[config.mk]
export PLATFORM = sky130hd
export DESIGN_NAME = ro_puf_sequencer
export DESIGN_NICKNAME = d
export VERILOG_FILES = /design/src/rtl/ro_puf_sequencer.sv
export SDC_FILE = /design/constraint.sdc
export NUM_CORES = 1
export LEC_CHECK = 0
export BUFFER_PORTS_ARGS = -buffer_cell sky130_fd_sc_hd__buf_4
export CAP_MARGIN = 0
export CORE_UTILIZATION = 49
export CTS_CLUSTER_SIZE = 25
export DETAILED_ROUTE_END_ITERATION = 8
export GPL_TIMING_DRIVEN = 0
export PLACE_DENSITY = 0.75
export SYNTH_ARGS = -nofsm -noshare
export SYNTH_HDL_FRONTEND = slang
export SYNTH_SLANG_ARGS = --single-unit
[constraint.sdc]
create_clock -name clk -period 2.8 [get_ports clk]
set_input_delay 0.14 -clock clk [delete_from_list [all_inputs] [get_ports clk]]
set_output_delay 0.14 -clock clk [all_outputs]
set_load 0.005 [all_outputs]
[src/rtl/ro_puf_sequencer.sv]
// ---------------------------------------------------------------------------
// ro_puf_sequencer
//
// Purpose:
//   Drives an N_BITS-wide ring-oscillator PUF array through one request:
//   latch a challenge, hold the array in reset, run an evaluation until
//   every bit reports finish (or a timeout expires), sample the masked raw
//   bits, then offer the response over a valid/ready handshake.
//
// Optional feature (macro PUF_VOTE_EN):
//   When defined, each request runs VOTES evaluations and every response
//   bit is a majority vote over the per-evaluation samples. When undefined,
//   a single evaluation is run, its sample is the response, and no vote
//   counters exist.
//
// Ports:
//   clk            in   1       system clock, rising edge
//   rst_n          in   1       asynchronous active-low reset
//   start          in   1       evaluation request, sampled only in IDLE
//   challenge      in   CW      challenge, captured when start is accepted
//   busy           out  1       high whenever the sequencer is not IDLE
//   puf_challenge  out  CW      registered challenge driven to the array
//   puf_rst        out  1       active-high reset to the array
//   puf_en         out  1       enable to the array
//   puf_out        in   N_BITS  raw bit values from the array
//   puf_finish     in   N_BITS  per-bit finish flags (synchronous to clk)
//   resp           out  N_BITS  response, valid while resp_valid is high
//   resp_valid     out  1       response available
//   resp_ready     in   1       consumer accepts the response
//   timeout_err    out  1       at least one evaluation of this response timed out
// ---------------------------------------------------------------------------
module ro_puf_sequencer #(
  parameter int N_BITS     = 8,
  parameter int CW         = 8,
  parameter int CLR_CYCLES = 4,
  parameter int TIMEOUT    = 4096,
  parameter int VOTES      = 5
) (
  input  logic              clk,
  input  logic              rst_n,
  input  logic              start,
  input  logic [CW-1:0]     challenge,
  output logic              busy,
  output logic [CW-1:0]     puf_challenge,
  output logic              puf_rst,
  output logic              puf_en,
  input  logic [N_BITS-1:0] puf_out,
  input  logic [N_BITS-1:0] puf_finish,
  output logic [N_BITS-1:0] resp,
  output logic              resp_valid,
  input  logic              resp_ready,
  output logic              timeout_err
);

  typedef enum logic [2:0] {
    S_IDLE,
    S_CLEAR,
    S_RUN,
    S_CAPTURE,
    S_DONE
  } state_t;

  // A one-cycle clear still needs a 1-bit counter.
  localparam int CLR_W = (CLR_CYCLES > 1) ? $clog2(CLR_CYCLES) : 1;
  localparam int RUN_W = $clog2(TIMEOUT);

  localparam logic [CLR_W-1:0] CLR_LAST = CLR_W'(CLR_CYCLES - 1);
  localparam logic [RUN_W-1:0] RUN_LAST = RUN_W'(TIMEOUT - 1);

  state_t              state_q;
  logic                busy_q;
  logic                puf_rst_q;
  logic                puf_en_q;
  logic [CW-1:0]       puf_challenge_q;
  logic [N_BITS-1:0]   resp_q;
  logic                resp_valid_q;
  logic                timeout_err_q;
  logic [CLR_W-1:0]    clr_cnt_q;
  logic [RUN_W-1:0]    run_cnt_q;

  // Bits that never finished read as 0.
  logic [N_BITS-1:0]   sample_d;
  logic                all_done_d;

  assign sample_d   = puf_out & puf_finish;
  assign all_done_d = &puf_finish;

  // Elaboration-time sanity hook: an even VOTES would allow ties.
  if ((VOTES % 2) == 0) begin : g_votes_must_be_odd
  end

`ifdef PUF_VOTE_EN
  localparam int VOTE_W = $clog2(VOTES + 1);
  localparam int EVAL_W = (VOTES > 1) ? $clog2(VOTES) : 1;

  localparam logic [EVAL_W-1:0] EVAL_LAST = EVAL_W'(VOTES - 1);
  localparam logic [VOTE_W-1:0] VOTE_HALF = VOTE_W'(VOTES / 2);
  localparam logic [VOTE_W-1:0] VOTE_MAX  = VOTE_W'(VOTES);

  logic [N_BITS-1:0][VOTE_W-1:0] ones_q;
  logic [N_BITS-1:0][VOTE_W-1:0] ones_d;
  logic [N_BITS-1:0]             majority_d;
  logic [EVAL_W-1:0]             eval_cnt_q;
  logic                          vote_clear;
  logic                          vote_accum;

  assign vote_clear = (state_q == S_IDLE) && start;
  assign vote_accum = (state_q == S_CAPTURE);

  // Per-bit ones counters; the majority uses the count including the
  // current sample so the last CAPTURE can publish the result directly.
  for (genvar gi = 0; gi < N_BITS; gi++) begin : g_vote
    assign ones_d[gi] = (ones_q[gi] == VOTE_MAX) ? ones_q[gi]
                      : ones_q[gi] + VOTE_W'(sample_d[gi]);
    assign majority_d[gi] = (ones_d[gi] > VOTE_HALF);
  end

  always_ff @(posedge clk or negedge rst_n) begin
    if (!rst_n) begin
      ones_q <= '0;
    end else if (vote_clear) begin
      ones_q <= '0;
    end else if (vote_accum) begin
      ones_q <= ones_d;
    end
  end
`endif

  always_ff @(posedge clk or negedge rst_n) begin
    if (!rst_n) begin
      state_q         <= S_IDLE;
      busy_q          <= 1'b0;
      puf_rst_q       <= 1'b1;
      puf_en_q        <= 1'b0;
      puf_challenge_q <= '0;
      resp_q          <= '0;
      resp_valid_q    <= 1'b0;
      timeout_err_q   <= 1'b0;
      clr_cnt_q       <= '0;
      run_cnt_q       <= '0;
`ifdef PUF_VOTE_EN
      eval_cnt_q      <= '0;
`endif
    end else begin
      case (state_q)
        S_IDLE: begin
          puf_rst_q <= 1'b1;
          puf_en_q  <= 1'b0;
          if (start) begin
            puf_challenge_q <= challenge;
            timeout_err_q   <= 1'b0;
            clr_cnt_q       <= '0;
            run_cnt_q       <= '0;
            busy_q          <= 1'b1;
`ifdef PUF_VOTE_EN
            eval_cnt_q      <= '0;
`endif
            state_q         <= S_CLEAR;
          end
        end

        S_CLEAR: begin
          if (clr_cnt_q == CLR_LAST) begin
            puf_rst_q <= 1'b0;
            puf_en_q  <= 1'b1;
            run_cnt_q <= '0;
            state_q   <= S_RUN;
          end else begin
            clr_cnt_q <= clr_cnt_q + 1'b1;
          end
        end

        S_RUN: begin
          // Finish takes priority, so a finish landing on the last
          // allowed cycle is not reported as a timeout.
          if (all_done_d) begin
            puf_en_q <= 1'b0;
            state_q  <= S_CAPTURE;
          end else if (run_cnt_q == RUN_LAST) begin
            puf_en_q      <= 1'b0;
            timeout_err_q <= 1'b1;
            state_q       <= S_CAPTURE;
          end else begin
            run_cnt_q <= run_cnt_q + 1'b1;
          end
        end

        S_CAPTURE: begin
          // puf_rst stays low this cycle so the array holds its values.
`ifdef PUF_VOTE_EN
          if (eval_cnt_q == EVAL_LAST) begin
            resp_q       <= majority_d;
            resp_valid_q <= 1'b1;
            puf_rst_q    <= 1'b1;
            state_q      <= S_DONE;
          end else begin
            eval_cnt_q <= eval_cnt_q + 1'b1;
            clr_cnt_q  <= '0;
            puf_rst_q  <= 1'b1;
            state_q    <= S_CLEAR;
          end
`else
          resp_q       <= sample_d;
          resp_valid_q <= 1'b1;
          puf_rst_q    <= 1'b1;
          state_q      <= S_DONE;
`endif
        end

        S_DONE: begin
          if (resp_ready) begin
            resp_valid_q <= 1'b0;
            busy_q       <= 1'b0;
            state_q      <= S_IDLE;
          end
        end

        default: begin
          state_q      <= S_IDLE;
          busy_q       <= 1'b0;
          puf_rst_q    <= 1'b1;
          puf_en_q     <= 1'b0;
          resp_valid_q <= 1'b0;
        end
      endcase
    end
  end

  assign busy          = busy_q;
  assign puf_challenge = puf_challenge_q;
  assign puf_rst       = puf_rst_q;
  assign puf_en        = puf_en_q;
  assign resp          = resp_q;
  assign resp_valid    = resp_valid_q;
  assign timeout_err   = timeout_err_q;

endmodule
==> flow_summary.toml, run 1 <==
[critical_path]
start_kind = "flop"
r2r_setup_slack_ps = 960
critPathTopFamily = "simple AND/OR/NAND/NOR gates"
arrival_ps = 2030
cp_max_fo = 6
crit_type = "flop to flop"
crit_slowest_cell = "or3_4"
cp_data_required_time_ps = 2990
path_buf_inv = 0
cp-end-kind = "flop"
slowest_delay_ps = 460
path_cells = "ha_1 -> nand3_1 -> or3_4 -> and4_4 -> mux2_2"

[min_path]
hold_class = "primary input to flop"

[die]
die_x_um = 65.06
coreArea_mm2 = 0.003744
io_pins = 49
initial_core_util = 0.5204
core.rowCount = 22
die-area_mm2 = 0.004232
die_h_um = 65.06

[power]
power_density_mw_per_mm2 = 912.1
peakVddDrop_uv = 593.4
power_leakage_nw = 1.145

[synthesis]
synth_area_per_cell_um2 = 10.31
synth_nets = 219
synth_flop_cell = "dfrtp_1"
yosysUniqueCellTypes = 50
ys_seq_elements = 38
synth_common_cells = "dfrtp_1 (37), nand2_1 (26), o21ai_0 (16)"
ys_warn_count = 0
async_flop_share = 1.000
synth_largest_area_cell = "dfrtp_1"
syn_area_mm2 = 0.001948
yosysTopAreaCellShare = 0.4753
synth_edf_count = 0
syn_inst = 189
synthMostInstantiatedCell = "dfrtp_1"
synthTopCellsByArea = "dfrtp_1 (48%), mux2_2 (5.2%), nand2_1 (5.0%)"
yosysSeqAreaShare = 0.4888

[finish]
drive_gt1_frac = 0.3415
area_growth_pct = 29.16
diodes = 0
nets = 275
stdcell_count = 294
multi_input_area_um2 = 934.6
regArea_um2 = 952.2
fillerInstances = 312

[cts]
cts_sinks = 38
h-tree-depth = 2
cts.path.max_buffers = 2
clkTransAtPathRegs_ps = 80
ctsResizeCount = 0
cts_root_buffer = "clkbuf_8"
cts_setup_buffers = 0
clk_latency_ps = 300
cts_tree = "built"
numCtsBuffers = 5

[timing]
setup_tns_ps = 0
maxSlewViolCount = 0
tightest_slew_ps = 657.0
clock.fmax_mhz = 542.5
skew_ps = 7.891
period_share = 0.6584
finalSetupViolations = 0
rsz0062_at_grt = "no"
fin_crit_ps = 1843
maxSlewHeadroom = 0.5601
hold_violations = 0

[status]
status = "finished clean"

[detailed_routing]
drt_drc_violations_left = 0
drt-initial-drc-count = 77
drt_pass1_iterations = 4
wl_per_cell_um = 14.49
viasPerCell = 5.687
met1_length_um = 1987
vias = 1672
routed.top_layer = "met4"
route.met2.wl_um = 1962
postRouteAntennaNets = 0
wl_um = 4261
dr_wl_met3_um = 261

[grt]
grt_max_degree = 39
globalRouteOverflowTotal = 0
grt_pass1_wl_um = 7348
track_usage = 0.2267
grt_pass1_vias = 1625
antenna_found_initial = 0

[placement]
io_buffers = 48
dp_cells = 285
dp_hpwl_um = 3089
gp_congestion = 0.8424

[job]
cap_violations = 0
[cell type report]
class                      instances  share of cell area
tap                               48             0.02387
sequential                        38              0.3784
multi-input combinational        137              0.3715
buffer                             8             0.01542
inverter                           6            0.008951
timing repair buffer              49              0.1472
clock inverter                     3             0.02735
clock buffer                       5             0.02735
[metrics by stage]
| stage | utilization | setup WS (ps) | hold WS, ps | area (um^2) | power [mW] |
|---|---|---|---|---|---|
| final | 0.6721 | 956.6 | 65.27 | 2516 | 2.295 |
| after floorplan | - | 1104 | -155.6 | 1948 | 1.385 |
| after global placement | 0.6327 | 973.5 | 136.1 | 2369 | 1.726 |
| after global routing | 0.6721 | 832.2 | 59.78 | 2516 | 2.455 |
| after detailed placement | 0.6327 | 976.2 | 132.5 | 2369 | 1.749 |
| after CTS | 0.6721 | 961.5 | 55.32 | 2516 | 2.318 |
[final timing paths]
check,start,depth (start not counted),end
hold reg to reg,resp[6],2,resp[6]
setup / recovery,run_cnt_q[1],5,run_cnt_q[0]
hold / removal,resp_ready,2,state_q[2]
min in group asynchronous,rst_n,2,busy
max in group asynchronous,rst_n,2,puf_rst
setup reg to reg,run_cnt_q[1],5,run_cnt_q[0]
[flip-flops by register name, summed over array words and instances (netlist names)]
| name | cells |
|---|---|
| resp | 8 |
| resp_valid | 1 |
| timeout_err | 1 |
| puf_challenge | 8 |
| busy | 1 |
| puf_rst | 1 |
| puf_en | 1 |
| run_cnt_q | 12 |
| state_q | 3 |
| clr_cnt_q | 2 |
[power breakdown]
part	internal, mW	switching (mW)
logic	0.460	0.450
clock network	0.357	0.198
registers	0.720	0.110
total	1.54	0.758
[placed cells by master, fill, tap and decap left out, drive strengths merged, types with 3 or more instances in the layout]
master and instances:
buf 53, dfrtp 37, nand2 26, o21ai 16, mux2 9, clkbuf 8, nand4 7, nor3 7
nor2 6, inv 6, a31oi 6, nand3 5, a211oi 5, nand2b 4, a21oi 4, o22ai 4
o22a 4, nor3b 3, and3 3, and4 3
[what timing repair did]
item / in CTS / in global routing
setup endpoints to repair: 0 / 0
endpoints found under the hold margin: 37 / 0
hold buffers: 1 / 0
[cells by family (layout without fill, tap and decap cells)]
kind of cell,after synthesis,count (layout),share of synthesized area
buffers and inverters,14,71,0.03147
adders and majority gates,2,2,0.01284
AOI/OAI and AO/OA,53,53,0.1856
muxes,9,9,0.05202
and+or+nand+nor,73,73,0.2293
DFF,38,38,0.4888
[metal layers]
layer | track usage | up-vias
li1 | - | 827
met2 | 0.3646 | 55
met3 | 0.05458 | 6
met1 | 0.3040 | 784
met5 | 0 | -
met4 | 0.06522 | 0
Power figures use the tool's default switching activity.
==> run 2, diff against run 1 <==
--- a/config.mk
+++ b/config.mk
@@ -5,6 +5,7 @@
 export SDC_FILE = /design/constraint.sdc
 export NUM_CORES = 1
 export LEC_CHECK = 0
+export ABC_AREA = 1
 export BUFFER_PORTS_ARGS = -buffer_cell sky130_fd_sc_hd__buf_4
 export CAP_MARGIN = 0
 export CORE_UTILIZATION = 49
==> constraint.sdc (replaced) <==
create_clock -name clk -period 1.7 [get_ports clk]
set_input_delay 0.085 -clock clk [delete_from_list [all_inputs] [get_ports clk]]
set_output_delay 0.085 -clock clk [all_outputs]
set_load 0.005 [all_outputs]
==> flow_summary.toml, run 2 <==
[die]
die_x_um = 65.08
die-area_mm2 = 0.004235
initial_core_util = 0.5207
die_h_um = 65.08
core.rowCount = 22
coreArea_mm2 = 0.003744
io_pins = 49

[synthesis]
synth_edf_count = 0
yosysSeqAreaShare = 0.4884
syn_inst = 244
yosysUniqueCellTypes = 23
syn_area_mm2 = 0.001949
async_flop_share = 1.000
synth_flop_cell = "dfrtp_1"
ys_seq_elements = 38
muxShareOfSynthArea = 0.04621
yosysTopAreaCellShare = 0.4750
synth_common_cells = "nand2_1 (97), dfrtp_1 (37), nand3_1 (25)"
synthTopCellsByArea = "dfrtp_1 (47%), nand2_1 (19%), nand3_1 (6.4%)"
synth-adder-area-share = 0.01284
synthMostInstantiatedCell = "nand2_1"
synthSimpleGateAreaFrac = 0.3537
synth-compound-area-share = 0.01797
synth_nets = 274
synth_largest_area_cell = "dfrtp_1"
synth_xor_area_frac = 0.02246
synth_area_per_cell_um2 = 7.989
ys_warn_count = 0
synth_top_family_by_area = "simple AND/OR/NAND/NOR gates"

[critical_path]
crit_type = "flop to flop"
start_kind = "flop"
arrival_ps = 1650
slowest_delay_ps = 390
cp-end-kind = "flop"
path_cells = "ha_2 -> nand2_1 -> nor2_1 -> nand3_1 -> nand3_2 -> inv_2 -> nand2_1 -> nand2_1"
cp_max_fo = 9
crit_slowest_cell = "dfrtp_1"
cp_data_required_time_ps = 1870
r2r_cells = 8
crit_top_cell = "nand2_1"

[timing]
whs_ps = 26.79
hold_violations = 0
setup_tns_ps = 0
finalSetupViolations = 0
skew_ps = 7.038
clock.fmax_mhz = 674.7
period_share = 0.8719
finalWorstSetupSlack_ps = 217.8
rsz0062_at_grt = "no"
tightest_slew_ps = 473.5
maxSlewHeadroom = 0.6844
maxSlewViolCount = 0
fin_crit_ps = 1482

[power]
pwr-share-seq = 0.373
power_density_mw_per_mm2 = 1529
peakVddDrop_uv = 980.8
clkPwrFrac = 0.204
pwr-share-comb = 0.423
p_sw_frac = 0.3558
p_sw_mw = 1.359
internal-power_mw = 2.461
power_leakage_nw = 1.353

[cts]
numCtsBuffers = 5
cts_tree = "built"
clk_latency_ps = 280
cts_root_buffer = "clkbuf_8"
h-tree-depth = 2
clkTransAtPathRegs_ps = 70
cts.path.max_buffers = 2
cts_sinks = 38

[detailed_routing]
routed.top_layer = "met4"
met1_length_um = 1787
dr_wl_met3_um = 192
postRouteAntennaNets = 0
viasPerCell = 4.762
drt-initial-drc-count = 85
wl_um = 3863
route.met2.wl_um = 1866
wl_per_cell_um = 11.07
vias = 1662
drt_drc_violations_left = 0
drt_pass1_iterations = 4

[grt]
grt_pass1_vias = 1669
track_usage = 0.2132
globalRouteOverflowTotal = 0
grt_max_degree = 39
grt_pass1_wl_um = 6913
antenna_found_initial = 0

[placement]
place_ws_ps = 184.0
gp_congestion = 0.7805
dp_hpwl_um = 2926
io_buffers = 48

[finish]
final_common_cell = "nand2_1"
area_growth_pct = 28.18
largest_register = "run_cnt_q"
mostFrequentLayoutCells = "nand2_1 (97), buf_4 (49), dfrtp_1 (37)"
diodes = 0
drive_gt1_frac = 0.2658
nets = 330
utilization = 0.6674
largest_reg_flops = 12

[min_path]
hold_class = "primary input to flop"
min_path_cells = 3

[job]
cap_violations = 0

[status]
status = "finished clean"
## run 2: changes by cell type after synthesis, moves of 4 or more
cell      previous run  this run
a211oi_1             5         0
o22a_1               4         0
a31oi_1              6         0
inv_1                6        21
nor3_1               5         0
nand3_1              5        25
nand2_1             26        97
nand2b_1             4         0
o21ai_0             16         4
o22ai_1              4         0
xor2_1               0         4
nor2_1               6        18
## run 2: area by class of cell
class	instances	area, um^2
Multi-Input combinational cell	179	885.9
Inverter	24	90.09
Sequential cell	38	952.2
Clock buffer	7	86.33
Buffer	3	23.77
Tap cell	48	60.06
Clock inverter	1	30.03
Fill cell	345	1245
Timing Repair Buffer	49	370.4
## run 2: path summary, 6_finish.rpt
check,start,endpoint,slack [ps]
max,run_cnt_q[0],run_cnt_q[9],220
min,puf_out[5],resp[5],30
max reg2reg,run_cnt_q[0],run_cnt_q[9],220
min reg2reg,resp[4],resp[4],490
max in group asynchronous,rst_n,puf_rst,1030
min in group asynchronous,rst_n,puf_challenge[7],310
## run 2: power groups by stage
stage,logic (mW),registers (mW),clock network [mW]
6_report,1.62,1.43,0.778
5_1_grt,1.84,1.47,0.838
4_1_cts,1.65,1.43,0.794
3_5_place_dp,1.63,1.45,0
3_3_place_gp,1.60,1.42,0
2_1_floorplan,0.981,1.43,0
## run 2: cells by family after synthesis
kind of cell	Yosys count
AND/OR/NAND/NOR	157
flip-flops	38
buffers and inverters	27
multiplexers	8
AO/OA/AOI/OAI	7
XOR/XNOR	5
adder cells (fa/ha/maj)	2
## run 2: repair_timing
action / in CTS / in global routing
endpoints found under the setup margin: 0 / 1
setup buffers: 0 / 0
gates resized for setup: 0 / 1
hold buffers: 1 / 0
hold endpoints to repair: 37 / 0
## run 2: critical path, delay by kind of cell (launching register included)
family | cells | cell delay (ps)
flip-flops | 1 | 390
buffers and inverters | 1 | 110
AND/OR/NAND/NOR | 6 | 620
adder cells (fa/ha/maj) | 1 | 250
## run 2: metrics by stage
stage | area [um^2] | power, mW | instances
floorplan | 1949 | 2.414 | 244
global placement | 2370 | 3.017 | 340
detailed placement | 2370 | 3.078 | 340
CTS | 2496 | 3.870 | 349
global route | 2499 | 4.150 | 349
finish | 2499 | 3.820 | 349
## run 2: routing by layer
layer,vias up,track usage
met2,37,0.3607
met5,-,0
met4,0,0.06250
met3,2,0.06162
met1,742,0.2632
li1,881,-
